<file path="config.mk">
export PLATFORM = sky130hd
export DESIGN_NAME = mul_div_unit
export DESIGN_NICKNAME = d
export VERILOG_FILES = /design/src/rtl/mul_div_unit.sv
export SDC_FILE = /design/constraint.sdc
export NUM_CORES = 2
export LEC_CHECK = 0
export ABC_AREA = 0
export BUFFER_PORTS_ARGS = -buffer_cell sky130_fd_sc_hd__buf_2
export CORE_MARGIN = 3
export CORE_UTILIZATION = 60
export CTS_CLUSTER_DIAMETER = 120
export CTS_CLUSTER_SIZE = 25
export DETAILED_ROUTE_END_ITERATION = 7
export HOLD_SLACK_MARGIN = 0.06
export PLACE_DENSITY = 0.79
export SYNTH_ARGS = -nofsm -noshare
export SYNTH_HDL_FRONTEND = slang
export SYNTH_SLANG_ARGS = --single-unit
</file>
<file path="constraint.sdc">
create_clock -name clk -period 8.7 [get_ports clk]
set_input_delay 0.87 -clock clk [delete_from_list [all_inputs] [get_ports clk]]
set_output_delay 0.87 -clock clk [all_outputs]
set_load 0.01 [all_outputs]
</file>
<file path="src/rtl/mul_div_unit.sv">
// mul_div_unit: multi-cycle RV32M execution unit (MUL/MULH/MULHSU/MULHU,
// DIV/DIVU/REM/REMU). Single-cycle multiply, restoring divider with one
// quotient bit per cycle, special-case divide results, flush abort.
module mul_div_unit #(
   parameter int DATA_WIDTH = 32
) (
   input  logic                  clk,
   input  logic                  rstN,
   input  logic                  reqValid,
   input  logic [2:0]            reqCode,
   input  logic [DATA_WIDTH-1:0] reqOp1,
   input  logic [DATA_WIDTH-1:0] reqOp2,
   input  logic                  flush,
   output logic                  reqReady,
   output logic                  busy,
   output logic                  resValid,
   output logic [DATA_WIDTH-1:0] result
);

   localparam int W  = DATA_WIDTH;
   localparam int CW = $clog2(DATA_WIDTH + 1);

   typedef enum logic [2:0] {
      IDLE, MUL, DIV, DIVSPEC, DONE
   } state_e;

   typedef enum logic [2:0] {
      C_MUL, C_MULH, C_MULHSU, C_MULHU, C_DIV, C_DIVU, C_REM, C_REMU
   } code_e;

   state_e          state;
   code_e           code;
   logic [W-1:0]    op1, op2;
   logic [W-1:0]    dvs, quo, rem;
   logic [CW-1:0]   cnt;
   logic            negQ, negR;
   logic            doneV;

   logic            accept;
   logic            reqIsDiv, reqSigned, reqDivZero, reqOvf, reqNegA, reqNegB;
   logic [W-1:0]    absA, absB;
   logic            sA, sB;
   logic [2*W-1:0]  mA, mB, prod;
   logic [W-1:0]    mulRes;
   logic [W:0]      shifted;
   logic [W-1:0]    diff;
   logic            fits;
   logic            isRem;
   logic [W-1:0]    quoFix, remFix, specRes;

   // request decode: classify the incoming op and form operand magnitudes
   always_comb begin
      accept     = reqValid & reqReady & ~flush;
      reqIsDiv   = reqCode[2];
      reqSigned  = (reqCode == C_DIV) || (reqCode == C_REM);
      reqDivZero = (reqOp2 == '0);
      reqOvf     = reqSigned && (reqOp1 == {1'b1, {(W-1){1'b0}}}) && (reqOp2 == '1);
      reqNegA    = reqSigned & reqOp1[W-1];
      reqNegB    = reqSigned & reqOp2[W-1];
      absA       = reqNegA ? -reqOp1 : reqOp1;
      absB       = reqNegB ? -reqOp2 : reqOp2;
   end

   // datapath: product, one restoring-division step, sign fix-up, special cases
   always_comb begin
      sA      = (code != C_MULHU);
      sB      = (code == C_MUL) || (code == C_MULH);
      mA      = {{W{sA & op1[W-1]}}, op1};
      mB      = {{W{sB & op2[W-1]}}, op2};
      prod    = mA * mB;
      mulRes  = (code == C_MUL) ? prod[W-1:0] : prod[2*W-1:W];
      shifted = {rem, quo[W-1]};
      fits    = (shifted >= {1'b0, dvs});
      // when the trial subtract succeeds the true difference is below dvs,
      // so the low W bits of a W-bit subtract are exact
      diff    = shifted[W-1:0] - dvs;
      isRem   = (code == C_REM) || (code == C_REMU);
      quoFix  = negQ ? -quo : quo;
      remFix  = negR ? -rem : rem;
      if (op2 == '0) specRes = isRem ? op1 : '1;
      else           specRes = isRem ? '0 : op1;
   end

   // control FSM with registered status and result
   always_ff @(posedge clk) begin
      if (!rstN) begin
         state    <= IDLE;
         code     <= C_MUL;
         op1      <= '0;
         op2      <= '0;
         dvs      <= '0;
         quo      <= '0;
         rem      <= '0;
         cnt      <= '0;
         negQ     <= 1'b0;
         negR     <= 1'b0;
         doneV    <= 1'b0;
         reqReady <= 1'b1;
         busy     <= 1'b0;
         result   <= '0;
      end else begin
         doneV <= 1'b0;
         case (state)
            IDLE: begin
               if (accept) begin
                  code     <= code_e'(reqCode);
                  op1      <= reqOp1;
                  op2      <= reqOp2;
                  negQ     <= reqNegA ^ reqNegB;
                  negR     <= reqNegA;
                  quo      <= absA;
                  dvs      <= absB;
                  rem      <= '0;
                  cnt      <= CW'(W);
                  reqReady <= 1'b0;
                  busy     <= 1'b1;
                  if (!reqIsDiv)                 state <= MUL;
                  else if (reqDivZero || reqOvf) state <= DIVSPEC;
                  else                           state <= DIV;
               end
            end
            MUL: begin
               result <= mulRes;
               doneV  <= 1'b1;
               state  <= DONE;
            end
            DIV: begin
               if (cnt != '0) begin
                  rem <= fits ? diff : shifted[W-1:0];
                  quo <= {quo[W-2:0], fits};
                  cnt <= cnt - CW'(1);
               end else begin
                  result <= isRem ? remFix : quoFix;
                  doneV  <= 1'b1;
                  state  <= DONE;
               end
            end
            DIVSPEC: begin
               result <= specRes;
               doneV  <= 1'b1;
               state  <= DONE;
            end
            DONE: begin
               state    <= IDLE;
               reqReady <= 1'b1;
               busy     <= 1'b0;
            end
            default: state <= IDLE;
         endcase
         // flush wins over everything above: abort, keep the old result
         if (flush && state != IDLE) begin
            state    <= IDLE;
            reqReady <= 1'b1;
            busy     <= 1'b0;
            doneV    <= 1'b0;
            result   <= result;
         end
      end
   end

   // a flush arriving during DONE still kills the pulse
   assign resValid = doneV & ~flush;

endmodule
</file>
* After elaboration in Yosys (flattened, before gate mapping) *
Cells that the tools add are included.

word-level totals
  input bits = 71
  flip-flop bits (word level) = 209
  memories kept = 0
  output and inout port bits = 35
  memory bits (writable) = 0
  bits in read-only memories = 0
  bits in latches = 0

operators by class
  $lt $le $gt $ge = 1
  bitwise gates (word level) = 11
  divide/modulo/power cells = 0
  reductions and logical operators = 23
  multipliers = 1
  mux-type cells = 32
  add/sub/neg operators = 6
  equality and inequality tests = 15
  shift-type cells = 0

operators by type and width
  cell                    count
  $mux W32                15
  $neg A32 Y32            4
  $pmux W32 S2            2
  $pmux W32 S3            1
  $eq A32 B32 Y1 const B  2
  $logic_not A32 Y1       2
  $mul A33 B33 Y64        1
  $ge A33 B32 Y1          1
  $sub A32 B32 Y32        1
  $eq A3 B3 Y1 const B    5
  $mux W6                 2
  $pmux W6 S2             1
  $pmux W3 S3             1
  $and A1 B1 Y1           7
  $eq A3 B1 Y1 const B    2
  $eq A3 B2 Y1 const B    2
  $logic_not A3 Y1        2
  $mux W3                 2
  $ne A2 B2 Y1 const B    3
  $pmux W1 S2             3
  $reduce_and A2 Y1       3
  $reduce_and A3 Y1       2
  $reduce_bool A3 Y1      2
  $reduce_bool A6 Y1      1
  other kinds (10)        22

* Longest topological paths before layout *
  depth after elaboration = 9
  gate-level depth with buffers = 31

* Worst setup path before layout *
Ideal clock, no wire load.

  kind = reg-to-reg
  from = reg op1[31]
  to = reg result[30]
  slack = 0.813 ns
  period minus slack after synthesis = 7.887 ns
  data arrival time = 7.763 ns
  path buffers = 3
  stages on the path, launching flop included = 25
  data required time = 8.576 ns
  path through = dfxtp_1 -> clkbuf_1 -> o21a_1 -> buf_1 -> nand2_1 -> inv_1 -> fa_1 -> fa_1 -> fa_1 -> fa_1 -> inv_1 -> fa_1 -> fa_1 -> fa_1 -> fa_1 -> inv_1 -> ha_1 -> clkbuf_1 -> and3_1 -> nand4_1 -> a2111oi_0 -> o311ai_1 -> o21ai_0 -> xnor2_1 -> o22ai_1

on the way
  word-level cells in the longest chain between the ends = 4

RTL lines
  what                    line  RTL
  start, declared         33    logic [W-1:0] op1, op2;
  start signal, assigned  107   op1 <= reqOp1;
  $and A1 B1 Y1           68    mA = {{W{sA & op1[W-1]}}, op1};
  $mul A33 B33 Y64 *      70    prod = mA * mB;
  $mux W32 *              71    mulRes = (code == C_MUL) ? prod[W-1:0] : prod[2*W-1:W];
  $pmux W32 S3 *          103   case (state)
  end signal, assigned    123   result <= mulRes;
  end signal, assigned    133   result <= isRem ? remFix : quoFix;
  end signal, assigned    139   result <= specRes;
  end, declared           17    output logic [DATA_WIDTH-1:0] result

Mark *: on every way between the ends. The rest lies on a longest branch, timed or not.
A chain may end at the register's enable or synchronous reset.

* Worst setup path in the final report *
  from = reg op1[20]
  to = reg result[25]

on the way
  word-level cells in the longest chain between the ends = 3

RTL lines
  what              line
  $mul A33 B33 Y64  70
  $mux W32          71
  $pmux W32 S3      103

No other way between the ends.

==> flow_summary.yaml <==
cts:
  cts_tree: "done"
  clk_latency_ps: 540
  cts-buffers-inserted: 14
  clock_path_buffers: 3
  clock-root-buffer: "clkbuf_16"
  clkTransAtPathRegs_ps: 110
  cts_sinks: 208
  ctsHoldBuffers: 0
  htree_levels: 1
detailed_routing:
  dr_total_vias: 41940
  dr.pass1.iters: 6
  wl_per_cell_um: 22.09
  vias_per_cell: 5.958
  drt_iter0_markers: 3967
  finalWirelength_um: 155500
  drc: 0
  antenna_left: 0
grt:
  antenna_found_initial: 4
  grt_max_degree: 83
  grt_pass1_vias: 44120
  grt_overflow: 0
  grt_pass1_wl_um: 246200
  track_usage: 0.3557
timing:
  drv_slew: 0
  worst_slew_pin_slew_ps: 1189
  fin_skew_ps: 26.77
  clock.fmax_mhz: 117.8
  setup_viol: 0
  fin_crit_sh: 0.9754
  slew_headroom: 0.2070
  min_period_ps: 8486
  finalHoldViolCount: 0
critical_path:
  r2r_start: "op1[20]"
  r2r-end: "result[25]"
  critical_path_arrival_ps: 8930
  crit_fanout: 27
  path_class: "reg -> reg"
  endpoint_kind: "flip-flop"
  rrSetupSlack_ps: 210
  critical_path.startpoint_type: "flip-flop"
  required_ps: 9140
  rr_worst_depth: 24
yosys:
  ys_seq_area_frac: 0.08163
  synth_flop_cell: "dfxtp_1"
  synth_fp_nets: 7432
  synthCells: 5984
  async_flop_share: 0
  synth_area_mm2: 0.05101
  synth-seq-cells: 208
  postSynthAreaPerCell_um2: 8.524
  synth_cell_types: 82
  ys_warn_count: 0
  synth_edf_count: 0
layout:
  nNetsFinal: 7349
  area_growth_pct: 4.908
  utilization: 0.6374
  drive_gt1_frac: 0.06300
  finalNonFillerCells: 7040
floorplanning:
  placementRows: 106
  die_y_um: 297.6
  core_mm2: 0.08395
  num_io_pins: 106
  initial_core_util: 0.6076
  dieArea_mm2: 0.08855
  die_x_um: 297.6
power_and_ir_drop:
  switching_share: 0.4616
  p_seq_frac: 0.299
  p_leak_nw: 23.59
  combPwrFrac: 0.481
  switchingPower_w: 0.001726
  internal-power_w: 0.002012
  vdd_ir_drop_max_mv: 0.1139
  clkPwrFrac: 0.220
  total_power_w: 0.003738
  powerDensity_mw_per_mm2: 69.85
flow_run:
  drv_cap: 0
worst_hold_path:
  hold_depth: 2
  hold_start: "dvs[11]"
  worstHoldEndpoint: "dvs[11]"
  hold_path.class: "reg -> reg"
placed_design:
  dp_hpwl_um: 126800
  gp_congestion: 0.9927
  placed_cells: 7013
  port_buffers: 105
outcome:
  status: "finished clean"
worst max-delay path, stage by stage, from the launching register on:
cell and delay (ps):
dfxtp_1 670, buf_6 380, nand2_1 130, fa_1 560, inv_1 50, fa_1 530, fa_1 440, fa_1 490
inv_1 50, fa_1 480, fa_1 500, fa_1 500, inv_1 50, fa_1 480, ha_1 440, nand2_1 140
nor3_2 310, o2111ai_1 270, a2111oi_1 540, buf_4 210, o2111ai_1 200, and4_1 280, nor4_1 340, a211oi_1 100
o221a_2 250
registers in the layout, indices dropped and copies added (netlist names):
register / cells
negR: 1
state: 3
result: 32
rem: 32
op1: 32
op2: 32
cnt: 6
negQ: 1
busy: 1
code: 3
dvs: 31
doneV: 1
quo: 32
reqReady: 1
power by group through the flow:
| stage | clock network (W) | logic (W) | registers (W) |
|---|---|---|---|
| after floorplan | 0 | 0.00118 | 0.00105 |
| after global placement | 0 | 0.00171 | 0.00113 |
| after global routing | 0.000845 | 0.00195 | 0.00112 |
| after CTS | 0.000819 | 0.00176 | 0.00111 |
| after detailed placement | 0 | 0.00174 | 0.00113 |
| final | 0.000822 | 0.00180 | 0.00112 |
final cells by class:
| type | instances | area (um^2) |
|---|---|---|
| flip-flops and latches | 208 | 4189 |
| well taps | 1134 | 1419 |
| inverters | 1149 | 4325 |
| fillers | 7134 | 30440 |
| multi-input cells | 4246 | 41120 |
| clock buffers | 15 | 375.4 |
| diodes | 1 | 2.502 |
| clock inverters | 5 | 98.84 |
| repair buffers | 282 | 1983 |
through the flow:
step                TNS (ps)  area (um^2)  hold slack [ps]  setup slack [ps]
finish                     0        53510            505.6             213.6
detailed placement         0        52910            486.4             106.8
floorplan                  0        51010            458.8             812.7
global route          -5.106        53510            528.3            -5.106
CTS                        0        53390            508.3             75.12
global placement           0        52910            475.1             215.0
what timing repair did:
item,4_1_cts,5_1_grt
setup buffers,0,6
resized for setup,0,34
setup endpoints to repair,0,16
cells in the mapped netlist, drive strengths merged (21+ instances only):
library cell  number  area [um^2]
clkbuf           370         1409
nor4              24        156.4
nor2             192        720.7
nand4             25        156.4
a21o              46        345.3
nor3              33        165.2
fa              1126        22540
xor2              90        788.3
xnor2            109        954.7
a21oi            238         1191
o211ai            27        202.7
ha               251         3141
nand2           1068         4011
dfxtp            208         4164
or3               37        239.0
a221oi            21        183.9
inv             1149         4313
mux2i             24        240.2
and2             344         2152
a211oi            46        350.3
o31ai             29        217.7
nand3             42        210.2
o21ai            216         1089
worst max-delay path by stage:
stage,start,end,slack [ps],depth (start not counted)
2_1_floorplan,op1[31],result[30],810,24
3_3_place_gp,op2[20],result[27],210,25
3_5_place_dp,op2[20],result[27],110,25
4_1_cts,op1[12],result[27],80,26
5_1_grt,code[1],result[25],-5,27
6_report,op1[20],result[25],210,24
cell families after synthesis:
group           share of synthesized area
buf+inv                            0.1137
fa+ha+maj                          0.5035
xor+xnor                          0.03417
flops                             0.08163
compound gates                    0.09642
mux                              0.005151
simple gates                       0.1654
cells in the final DEF (no fill, tap or decap), types with 12 or more instances in the layout:
| cell type | count |
|---|---|
| nand2_1 | 1067 |
| nand3_1 | 42 |
| a21oi_1 | 236 |
| dfxtp_2 | 20 |
| nand4_1 | 25 |
| o21ai_0 | 210 |
| mux2i_1 | 24 |
| o211ai_1 | 27 |
| inv_1 | 1146 |
| ha_1 | 251 |
| nand2b_1 | 15 |
| xor2_1 | 90 |
| fa_1 | 1125 |
| or2_2 | 13 |
| or4_1 | 13 |
| buf_2 | 105 |
| nor3_1 | 30 |
| and2_1 | 343 |
| a21o_1 | 46 |
| o21a_1 | 12 |
| a31oi_1 | 16 |
| dfxtp_1 | 188 |
| buf_4 | 166 |
| or3_1 | 33 |
| xnor2_1 | 109 |
| clkbuf_16 | 15 |
| o31ai_1 | 29 |
| a221oi_1 | 20 |
| a22oi_1 | 19 |
| nor2_1 | 191 |
| nor4_1 | 22 |
| and3_1 | 16 |
| a211oi_1 | 44 |
routing by layer:
| layer | global-route usage | vias to the layer above | share of wire |
|---|---|---|---|
| met5 | 0 | - | 0.000045 |
| met4 | 0.2009 | 2 | 0.070 |
| met3 | 0.05284 | 535 | 0.088 |
| met2 | 0.5822 | 2148 | 0.47 |
| met1 | 0.4552 | 21210 | 0.37 |
| li1 | - | 18040 | - |
No activity file was read; power rests on OpenSTA's default activity.
